===== src/rtl/fetch_unit.sv =====
// fetch_unit: single-issue instruction fetch stage with a one-entry skid
// buffer, a FLUSH redirect path and an optional 16-entry bimodal branch
// history table. Define FETCH_BHT_EN to build the BHT; without it the
// prediction outputs are constant (weakly not-taken on valid instructions)
// and the BP_* update inputs are ignored.
module fetch_unit #(
  parameter logic [31:0] RESET_PC = 32'hBFC0_0000
) (
  input  logic        CLK,
  input  logic        RESET,
  input  logic        STALL,
  input  logic        FLUSH,
  input  logic [31:0] Redirect_Addr,
  output logic        Imem_Req,
  output logic [31:0] Imem_Addr,
  input  logic        Imem_Ack,
  input  logic [31:0] Imem_Data,
  output logic [31:0] Instr1_IF,
  output logic [31:0] Instr_PC_IF,
  output logic [31:0] Instr_PC_Plus4_IF,
  output logic        Instr_Valid_IF,
  output logic        Branch_prediction_IF,
  output logic [1:0]  Branch_predictions_IF,
  input  logic        BP_Update,
  input  logic [31:0] BP_Update_PC,
  input  logic        BP_Update_Taken
);

  typedef enum logic [1:0] {
    S_FETCH = 2'd0,
    S_HOLD  = 2'd1,
    S_REDIR = 2'd2
  } state_t;

  state_t      state_q, state_d;
  logic        imem_req_q, imem_req_d;
  logic [31:0] pc_q, pc_d;
  logic [31:0] instr_q, instr_d;
  logic [31:0] instr_pc_q, instr_pc_d;
  logic [31:0] instr_pc4_q, instr_pc4_d;
  logic        valid_q, valid_d;
  logic [1:0]  preds_q, preds_d;
  logic [31:0] skid_instr_q, skid_instr_d;
  logic [31:0] skid_pc_q, skid_pc_d;
  logic [1:0]  skid_preds_q, skid_preds_d;
  logic [1:0]  fetch_pred;
  logic [31:0] pc_plus4;

  assign pc_plus4 = pc_q + 32'd4;

`ifdef FETCH_BHT_EN
  logic [1:0] bht_q [16];
  logic [1:0] bht_d [16];

  function automatic logic [1:0] sat_inc(input logic [1:0] c);
    return (c == 2'b11) ? 2'b11 : c + 2'b01;
  endfunction

  function automatic logic [1:0] sat_dec(input logic [1:0] c);
    return (c == 2'b00) ? 2'b00 : c - 2'b01;
  endfunction

  // Read is from the current table, so a same-cycle update is not visible yet
  assign fetch_pred = bht_q[pc_q[5:2]];

  // Saturating counter update for the resolved branch
  always_comb begin
    bht_d = bht_q;
    if (BP_Update) begin
      if (BP_Update_Taken) bht_d[BP_Update_PC[5:2]] = sat_inc(bht_q[BP_Update_PC[5:2]]);
      else                 bht_d[BP_Update_PC[5:2]] = sat_dec(bht_q[BP_Update_PC[5:2]]);
    end
  end

  // BHT storage, every counter starts weakly not-taken
  always_ff @(posedge CLK or posedge RESET) begin
    if (RESET) begin
      for (int i = 0; i < 16; i++) bht_q[i] <= 2'b01;
    end else begin
      bht_q <= bht_d;
    end
  end

  logic unused_bp_pc_bits;
  assign unused_bp_pc_bits = ^{BP_Update_PC[31:6], BP_Update_PC[1:0]};
`else
  assign fetch_pred = 2'b01;

  logic unused_bp_inputs;
  assign unused_bp_inputs = ^{BP_Update, BP_Update_PC, BP_Update_Taken};
`endif

  // Next-state logic: FLUSH wins, otherwise fetch/skid/bubble per state
  always_comb begin
    state_d      = state_q;
    pc_d         = pc_q;
    instr_d      = instr_q;
    instr_pc_d   = instr_pc_q;
    instr_pc4_d  = instr_pc4_q;
    valid_d      = valid_q;
    preds_d      = preds_q;
    skid_instr_d = skid_instr_q;
    skid_pc_d    = skid_pc_q;
    skid_preds_d = skid_preds_q;

    if (FLUSH) begin
      // Any same-cycle ack is dropped; the skid is abandoned with HOLD
      pc_d        = Redirect_Addr;
      instr_d     = '0;
      instr_pc_d  = '0;
      instr_pc4_d = '0;
      valid_d     = 1'b0;
      preds_d     = '0;
      state_d     = S_REDIR;
    end else begin
      unique case (state_q)
        S_FETCH: begin
          // imem_req_q gates the fetch so the cycle right after reset,
          // where no request was issued, cannot accept a stale ack
          if (imem_req_q && Imem_Ack) begin
            pc_d = pc_plus4;
            if (!STALL || !valid_q) begin
              instr_d     = Imem_Data;
              instr_pc_d  = pc_q;
              instr_pc4_d = pc_plus4;
              valid_d     = 1'b1;
              preds_d     = fetch_pred;
            end else begin
              skid_instr_d = Imem_Data;
              skid_pc_d    = pc_q;
              skid_preds_d = fetch_pred;
              state_d      = S_HOLD;
            end
          end else if (!STALL) begin
            instr_d     = '0;
            instr_pc_d  = '0;
            instr_pc4_d = '0;
            valid_d     = 1'b0;
            preds_d     = '0;
          end
        end
        S_HOLD: begin
          if (!STALL) begin
            instr_d     = skid_instr_q;
            instr_pc_d  = skid_pc_q;
            instr_pc4_d = skid_pc_q + 32'd4;
            valid_d     = 1'b1;
            preds_d     = skid_preds_q;
            state_d     = S_FETCH;
          end
        end
        S_REDIR: begin
          state_d = S_FETCH;
          if (!STALL) begin
            instr_d     = '0;
            instr_pc_d  = '0;
            instr_pc4_d = '0;
            valid_d     = 1'b0;
            preds_d     = '0;
          end
        end
        default: state_d = S_FETCH;
      endcase
    end

    imem_req_d = (state_d == S_FETCH);
  end

  // State, PC, skid and output registers; reset clears everything
  always_ff @(posedge CLK or posedge RESET) begin
    if (RESET) begin
      state_q      <= S_FETCH;
      imem_req_q   <= 1'b0;
      pc_q         <= RESET_PC;
      instr_q      <= '0;
      instr_pc_q   <= '0;
      instr_pc4_q  <= '0;
      valid_q      <= 1'b0;
      preds_q      <= '0;
      skid_instr_q <= '0;
      skid_pc_q    <= '0;
      skid_preds_q <= '0;
    end else begin
      state_q      <= state_d;
      imem_req_q   <= imem_req_d;
      pc_q         <= pc_d;
      instr_q      <= instr_d;
      instr_pc_q   <= instr_pc_d;
      instr_pc4_q  <= instr_pc4_d;
      valid_q      <= valid_d;
      preds_q      <= preds_d;
      skid_instr_q <= skid_instr_d;
      skid_pc_q    <= skid_pc_d;
      skid_preds_q <= skid_preds_d;
    end
  end

  assign Imem_Req              = imem_req_q;
  assign Imem_Addr             = pc_q;
  assign Instr1_IF             = instr_q;
  assign Instr_PC_IF           = instr_pc_q;
  assign Instr_PC_Plus4_IF     = instr_pc4_q;
  assign Instr_Valid_IF        = valid_q;
  assign Branch_predictions_IF = preds_q;
  assign Branch_prediction_IF  = preds_q[1];

endmodule


===== config.mk =====
export PLATFORM = sky130hd
export DESIGN_NAME = fetch_unit
export DESIGN_NICKNAME = d
export VERILOG_FILES = /design/src/rtl/fetch_unit.sv
export SDC_FILE = /design/constraint.sdc
export NUM_CORES = 1
export LEC_CHECK = 0
export CAP_MARGIN = 10
export CORE_MARGIN = 5
export CORE_UTILIZATION = 33
export DETAILED_ROUTE_END_ITERATION = 8
export PLACE_DENSITY_LB_ADDON = 0.05
export SYNTH_ARGS = -nofsm -noshare
export SYNTH_HDL_FRONTEND = slang
export SYNTH_SLANG_ARGS = --single-unit

===== constraint.sdc =====
create_clock -name CLK -period 11 [get_ports CLK]
set_clock_uncertainty 0.15 [all_clocks]
set_input_delay 1.65 -clock CLK [delete_from_list [all_inputs] [get_ports CLK]]
set_output_delay 1.65 -clock CLK [all_outputs]
set_load 0.05 [all_outputs]

======== Yosys cells after proc, flatten, opt, wreduce, memory -nomap -nowiden ========
Cells that the tools add are included.
word-level totals
  bits in registers ....................... 199
  bits in latches ......................... 0
  bits in writable memories ............... 0
  bits in read-only memories .............. 0
  word-level logic and storage cells ...... 69
  memories kept ........................... 0
cells by class
  add/subtract/negate cells ............... 2
  multipliers ............................. 0
  divide/modulo/power cells ............... 0
  magnitude comparators ................... 0
  equal/unequal tests ..................... 4
  shifts and indexed selects .............. 0
  mux-type cells .......................... 38
  bitwise gates (word level) .............. 2
  reduce and logical (&&, ||, !) cells .... 12
operator list
  cell                                                 number
  two-way mux 32 bit                                   18
  one-hot mux 32 bit (3 select lines)                  3
  adder 32 x 3 -> 32 bit, second input constant        2
  two-way mux 2 bit                                    9
  one-hot mux 2 bit (3 select lines)                   1
  two-way mux 1 bit                                    5
  logical NOT 2 bit                                    2
  inequality test 4 bit, second input constant         1
  one-hot mux 2 bit (2 select lines)                   1
  AND reduction 4 bit                                  1
  nonzero test 2 bit                                   2
  nonzero test 4 bit                                   1
  inequality test 3 bit, second input constant         1
  one-hot mux 1 bit (3 select lines)                   1
  AND reduction 3 bit                                  1
  equality test 2 x 1 -> 1 bit, second input constant  1
  equality test 2 bit, second input constant           1
  logical NOT 1 bit                                    2
  inverter 1 bit                                       2
  AND reduction 2 bit                                  1
  logical AND 1 bit                                    1
  logical OR 1 bit                                     1

======== Logic depth before layout (Yosys ltp) ========
  depth after elaboration ................. 7
  depth in mapped cells ................... 12

======== Worst setup path after synthesis ========
Ideal clock, no wire load.
  path kind ............................... input -> register
  start ................................... input port STALL
  end ..................................... register instr_pc_q[12], in the netlist Instr_PC_IF[12]
  setup time .............................. 0.096 ns
  arrival time ............................ 3.387 ns
  path slack .............................. 7.368 ns
  stages .................................. 11
  cells stage by stage .................... buf_6 -> and2_1 -> or3_1 -> clkbuf_1 -> or2_1 -> clkbuf_1 -> buf_2 -> buf_2 -> nor3_1 -> o21ai_0 -> o31ai_1
on the way
  longest elaborated chain between the ends .. 4
ends and longest elaborated chain
  item                                                                                 RTL line  text
  start: declaration                                                                   11        input logic STALL,
  two-way mux 32 bit / logical NOT 1 bit (equally long branches)                       -
  two-way mux 32 bit / logical OR 1 bit (equally long branches)                        -
  one-hot mux 32 bit (3 select lines) / inequality test 4 bit (equally long branches)  -
  two-way mux 32 bit / AND reduction 3 bit (equally long branches)                     -
  end signal: assignment                                                               188       instr_pc_q <= instr_pc_d;
  end: declaration                                                                     39        logic [31:0] instr_pc_q, instr_pc_d;
Parallel ways exist; a longest one is shown, timed or not.
A chain may end at the register's enable or synchronous reset.

======== Worst setup path in the final report ========
  start ................................... input port STALL
  end ..................................... register instr_pc4_q[17], in the netlist Instr_PC_Plus4_IF[17]
on the way
  longest elaborated chain between the ends .. 4
ends and longest elaborated chain
  item                                                                                 RTL line  text
  two-way mux 32 bit / logical NOT 1 bit (equally long branches)                       -
  two-way mux 32 bit / logical OR 1 bit (equally long branches)                        -
  one-hot mux 32 bit (3 select lines) / inequality test 4 bit (equally long branches)  -
  two-way mux 32 bit / AND reduction 3 bit (equally long branches)                     -
  end signal: assignment                                                               189       instr_pc4_q <= instr_pc4_d;
  end: declaration                                                                     40        logic [31:0] instr_pc4_q, instr_pc4_d;
Parallel ways exist; a longest one is shown, timed or not.

==> metrics.txt <==
# TYPE chip_impl_metric gauge
chip_impl_info{name="status",value="finished clean"} 1
chip_impl_metric{name="htree_levels",unit=""} 4
chip_impl_info{name="netlist.top_cell.by_area",value="dfrtp_1"} 1
chip_impl_metric{name="post-cts-setup-buffer-count",unit=""} 0
chip_impl_metric{name="power.switching",unit="W"} 0.000658
chip_impl_metric{name="power-per-cell-area",unit="nW/um^2"} 137
chip_impl_metric{name="first_global_vias",unit=""} 10400
chip_impl_metric{name="ys.warnings.count",unit=""} 0
chip_impl_metric{name="diodes",unit=""} 0
chip_impl_metric{name="grt_antenna_before_repair",unit=""} 0
chip_impl_metric{name="synth.lib_cells_used.distinct",unit=""} 65
chip_impl_metric{name="input_output_buffers",unit=""} 201
chip_impl_metric{name="via_count",unit=""} 10400
chip_impl_metric{name="postCtsHoldBufs",unit=""} 0
chip_impl_metric{name="power.static_leakage",unit="nW"} 5.70
chip_impl_metric{name="via_density_per_instance",unit=""} 5.59
chip_impl_metric{name="finalCriticalPeriod",unit="ns"} 4.82
chip_impl_metric{name="setup_tns",unit="ns"} 0
chip_impl_metric{name="power.share.combinational",unit=""} 0.216
chip_impl_info{name="timing.critical_path.to",value="Instr_PC_Plus4_IF[17]$_DFFE_PP0P_"} 1
chip_impl_info{name="tritoncts_clock_tree",value="yes"} 1
chip_impl_metric{name="netSwitchingFraction",unit=""} 0.336
chip_impl_metric{name="drt-wirelength-per-cell",unit="um"} 22.7
chip_impl_metric{name="drt-pass1-iter-count",unit=""} 5
chip_impl_info{name="yosys.cell_count.top_type",value="dfrtp_1"} 1
chip_impl_metric{name="worst-slew-pin-transition",unit="ns"} 0.971
chip_impl_info{name="post_synth_main_area_contributors",value="dfrtp_1 (42%), o21ai_0 (6.7%), mux2_2 (6.0%)"} 1
chip_impl_info{name="critPathLaunch",value="STALL"} 1
chip_impl_metric{name="synth.net_count",unit=""} 1375
chip_impl_metric{name="ys_async_sr_fraction",unit=""} 1.00
chip_impl_metric{name="initial_utilization",unit=""} 0.333
chip_impl_metric{name="critPathArrivalTime",unit="ns"} 5.02
chip_impl_metric{name="critPathRequiredTime",unit="ns"} 11.20
chip_impl_metric{name="synth-adder-area-share",unit=""} 0.00547
chip_impl_metric{name="grt_max_degree",unit=""} 88
chip_impl_metric{name="netlist.area_leader.share",unit=""} 0.416
chip_impl_info{name="ctsRootBufferMaster",value="clkbuf_16"} 1
chip_impl_metric{name="first_pass_grt_wire_length",unit="mm"} 65.7
chip_impl_info{name="holdCritPathClass",value="reg -> reg"} 1
chip_impl_metric{name="syn_to_final_growth",unit="%"} 24.9
chip_impl_metric{name="synth.avg_cell_area",unit="um^2"} 9.03
chip_impl_metric{name="overflow",unit=""} 0
chip_impl_metric{name="numCtsBuffers",unit=""} 17
chip_impl_metric{name="io_pins",unit=""} 236
chip_impl_metric{name="totalWireLength",unit="mm"} 42.2
chip_impl_info{name="crit_type",value="in -> reg"} 1
chip_impl_metric{name="num-nets-final",unit=""} 1497
chip_impl_metric{name="globalRouteTotalUtil",unit=""} 0.218
chip_impl_metric{name="fmax",unit="MHz"} 207
chip_impl_metric{name="worstSkewPairLatency",unit="ns"} 0.46
chip_impl_metric{name="setup_violations",unit=""} 0
chip_impl_metric{name="cts_repair_resize_count",unit=""} 0
chip_impl_metric{name="detail_route.iter0.violations",unit=""} 641
chip_impl_info{name="reg2reg_to",value="Instr_PC_Plus4_IF[17]$_DFFE_PP0P_"} 1
chip_impl_metric{name="layout.filler_cells",unit=""} 3484
chip_impl_metric{name="intPower",unit="W"} 0.00130
chip_impl_info{name="r2r_path_start",value="state_q[0]$_DFF_PP0_"} 1
chip_impl_metric{name="timing.final.crit_share",unit=""} 0.438
chip_impl_metric{name="die_h",unit="um"} 196
chip_impl_metric{name="synth_simple_gate_area_share",unit=""} 0.165
chip_impl_metric{name="cts.sink_count",unit=""} 199
chip_impl_metric{name="gp_congestion",unit=""} 0.786
chip_impl_metric{name="synth-compound-area-share",unit=""} 0.222
chip_impl_metric{name="synth_xor_area_frac",unit=""} 0.0559
chip_impl_metric{name="max-slew-margin-rel",unit=""} 0.349
chip_impl_metric{name="edff_count_synth",unit=""} 0
chip_impl_metric{name="final_layout_size_suffix_gt1_frac",unit=""} 0.107
chip_impl_metric{name="flop_and_latch_count_out_of_synthesis",unit=""} 199
chip_impl_metric{name="fp.coreArea",unit="um^2"} 34400
chip_impl_info{name="synth_flop_cell",value="dfrtp_1"} 1
chip_impl_info{name="synth_commonest_cells",value="dfrtp_1 (190), nand2_1 (161), o21ai_0 (154), clkbuf_1 (79)"} 1
chip_impl_metric{name="die_area",unit="um^2"} 38500
chip_impl_metric{name="report.final.slew_viol_count",unit=""} 0
chip_impl_metric{name="reg2regPathDepth",unit=""} 9
chip_impl_metric{name="drt.antenna.violating_nets",unit=""} 0
chip_impl_info{name="grt_setup_unrepaired",value="no"} 1
chip_impl_metric{name="p_seq_frac",unit=""} 0.435
chip_impl_info{name="start_kind",value="input port"} 1
chip_impl_metric{name="die_x",unit="um"} 196
chip_impl_metric{name="maxCapViolations",unit=""} 0
chip_impl_metric{name="dp.final_hpwl",unit="mm"} 26.6
chip_impl_metric{name="final.hold.worst_slack",unit="ns"} 0.325
chip_impl_metric{name="vdd.ir_drop.worst",unit="mV"} 0.116
chip_impl_info{name="critical_path.endpoint_type",value="flop"} 1
chip_impl_metric{name="power.clock.fraction",unit=""} 0.348
chip_impl_metric{name="reg2reg_setup_slack",unit="ns"} 7.15
chip_impl_metric{name="post_synth_mux_area_share",unit=""} 0.0627
chip_impl_metric{name="worst_setup_hold_path_clk_slew",unit="ns"} 0.08
chip_impl_metric{name="postSynthCellCount",unit=""} 1267
chip_impl_metric{name="seq_area_frac_synth",unit=""} 0.436
chip_impl_metric{name="drcViolationCount",unit=""} 0
chip_impl_metric{name="crit_path_max_fanout",unit=""} 55
chip_impl_metric{name="cts_buffer_depth",unit=""} 2
chip_impl_metric{name="post_synth_instance_area",unit="um^2"} 11400
chip_impl_info{name="main_combinational_cell_family_by_area_after_synthesis",value="compound AO/OA/AOI/OAI gates"} 1
chip_impl_metric{name="report.final.hold_viol_count",unit=""} 0
chip_impl_metric{name="rows",unit=""} 68
## power groups by stage
| stage | clock [W] | sequential, W | combinational, W |
|---|---|---|---|
| floorplan | 0 | 0.000937 | 0.000184 |
| global placement | 0 | 0.000864 | 0.000423 |
| detailed placement | 0 | 0.000864 | 0.000426 |
| CTS | 0.000702 | 0.000850 | 0.000428 |
| global route | 0.000729 | 0.000859 | 0.000455 |
| finish | 0.000681 | 0.000851 | 0.000423 |
## worst max-delay path, cell delays in order
cell and delay [ns]:
buf_2 0.10, buf_4 0.57, and2_1 0.28, or3_1 0.44
or2_2 0.65, buf_4 0.66, nor2_1 0.14, a31o_2 0.27
a32o_1 0.20
## through the flow
stage               worst slack (ns)  total power, W  std cells  instance area [um^2]   util
floorplan                       3.79         0.00112       1267                 11400      -
global placement                5.74         0.00129       1825                 13700  0.398
detailed placement              5.69         0.00129       1825                 13700  0.398
CTS                             6.19         0.00198       1857                 14300  0.415
global route                    6.02         0.00204       1857                 14300  0.415
finish                          6.18         0.00196       1857                 14300  0.415
## metal layers
layer  track usage  share of wire  vias to the layer above
li1              -              -                     4833
met5             0              0                        -
met3        0.0337          0.044                       27
met2         0.348           0.47                      276
met4        0.0491          0.011                        0
met1         0.315           0.48                     5253
## worst min-delay path by stage
stage                                           start                          end  slack (ns)  cells past startpoint
final                     skid_preds_q[0]$_DFFE_PP0P_  skid_preds_q[0]$_DFFE_PP0P_        0.33                      1
after floorplan           skid_preds_q[0]$_DFFE_PP0P_  skid_preds_q[0]$_DFFE_PP0P_        0.29                      1
after CTS                 skid_preds_q[0]$_DFFE_PP0P_  skid_preds_q[0]$_DFFE_PP0P_        0.33                      1
after detailed placement  skid_preds_q[0]$_DFFE_PP0P_  skid_preds_q[0]$_DFFE_PP0P_        0.31                      1
after global placement    skid_preds_q[0]$_DFFE_PP0P_  skid_preds_q[0]$_DFFE_PP0P_        0.30                      1
after global routing      skid_preds_q[0]$_DFFE_PP0P_  skid_preds_q[0]$_DFFE_PP0P_        0.35                      1
## flip-flops by register name (all words and copies together), names as in the netlist
signal	count
Branch_predictions_IF	2
Imem_Addr	32
Imem_Req	1
Instr1_IF	32
Instr_PC_IF	32
Instr_PC_Plus4_IF	32
Instr_Valid_IF	1
skid_instr_q	32
skid_pc_q	32
skid_preds_q	1
state_q	2
## cells in the final DEF (no fill, tap or decap), types with 10 or more instances in the layout
cell and count:
a22oi_1 22, a21boi_0 22, xnor2_1 43, o31ai_1 31, o2bb2ai_1 13, o21ai_0 154
clkbuf_16 17, xor2_1 30, a21o_1 11, a21oi_1 65, dfrtp_1 190, inv_1 10
a211oi_1 16, nand2_1 161, nor2_1 45, mux2_2 61, nor3_1 64, nand3_1 37
clkdlybuf4s50_1 199, and3_1 22, nand4_1 15, buf_4 22
## cell type report
class	count	area, um^2	area share
multi-input cells	936	5890	0.412
repair buffers	223	2170	0.152
clock buffers	19	443	0.0310
flip-flops and latches	199	4990	0.350
clock inverters	13	170	0.0119
inverters	12	52.6	0.00368
well taps	455	569	0.0399
## cells by family (layout without fill, tap and decap cells)
group / Yosys count / after routing
AOI/OAI and AO/OA: 401 / 401
xor gates and xnor gates: 73 / 73
adders and majority gates: 5 / 5
buffers and inverters: 132 / 267
DFF: 199 / 199
muxes: 64 / 64
and+or+nand+nor: 393 / 393
Power figures use the tool's default switching activity.
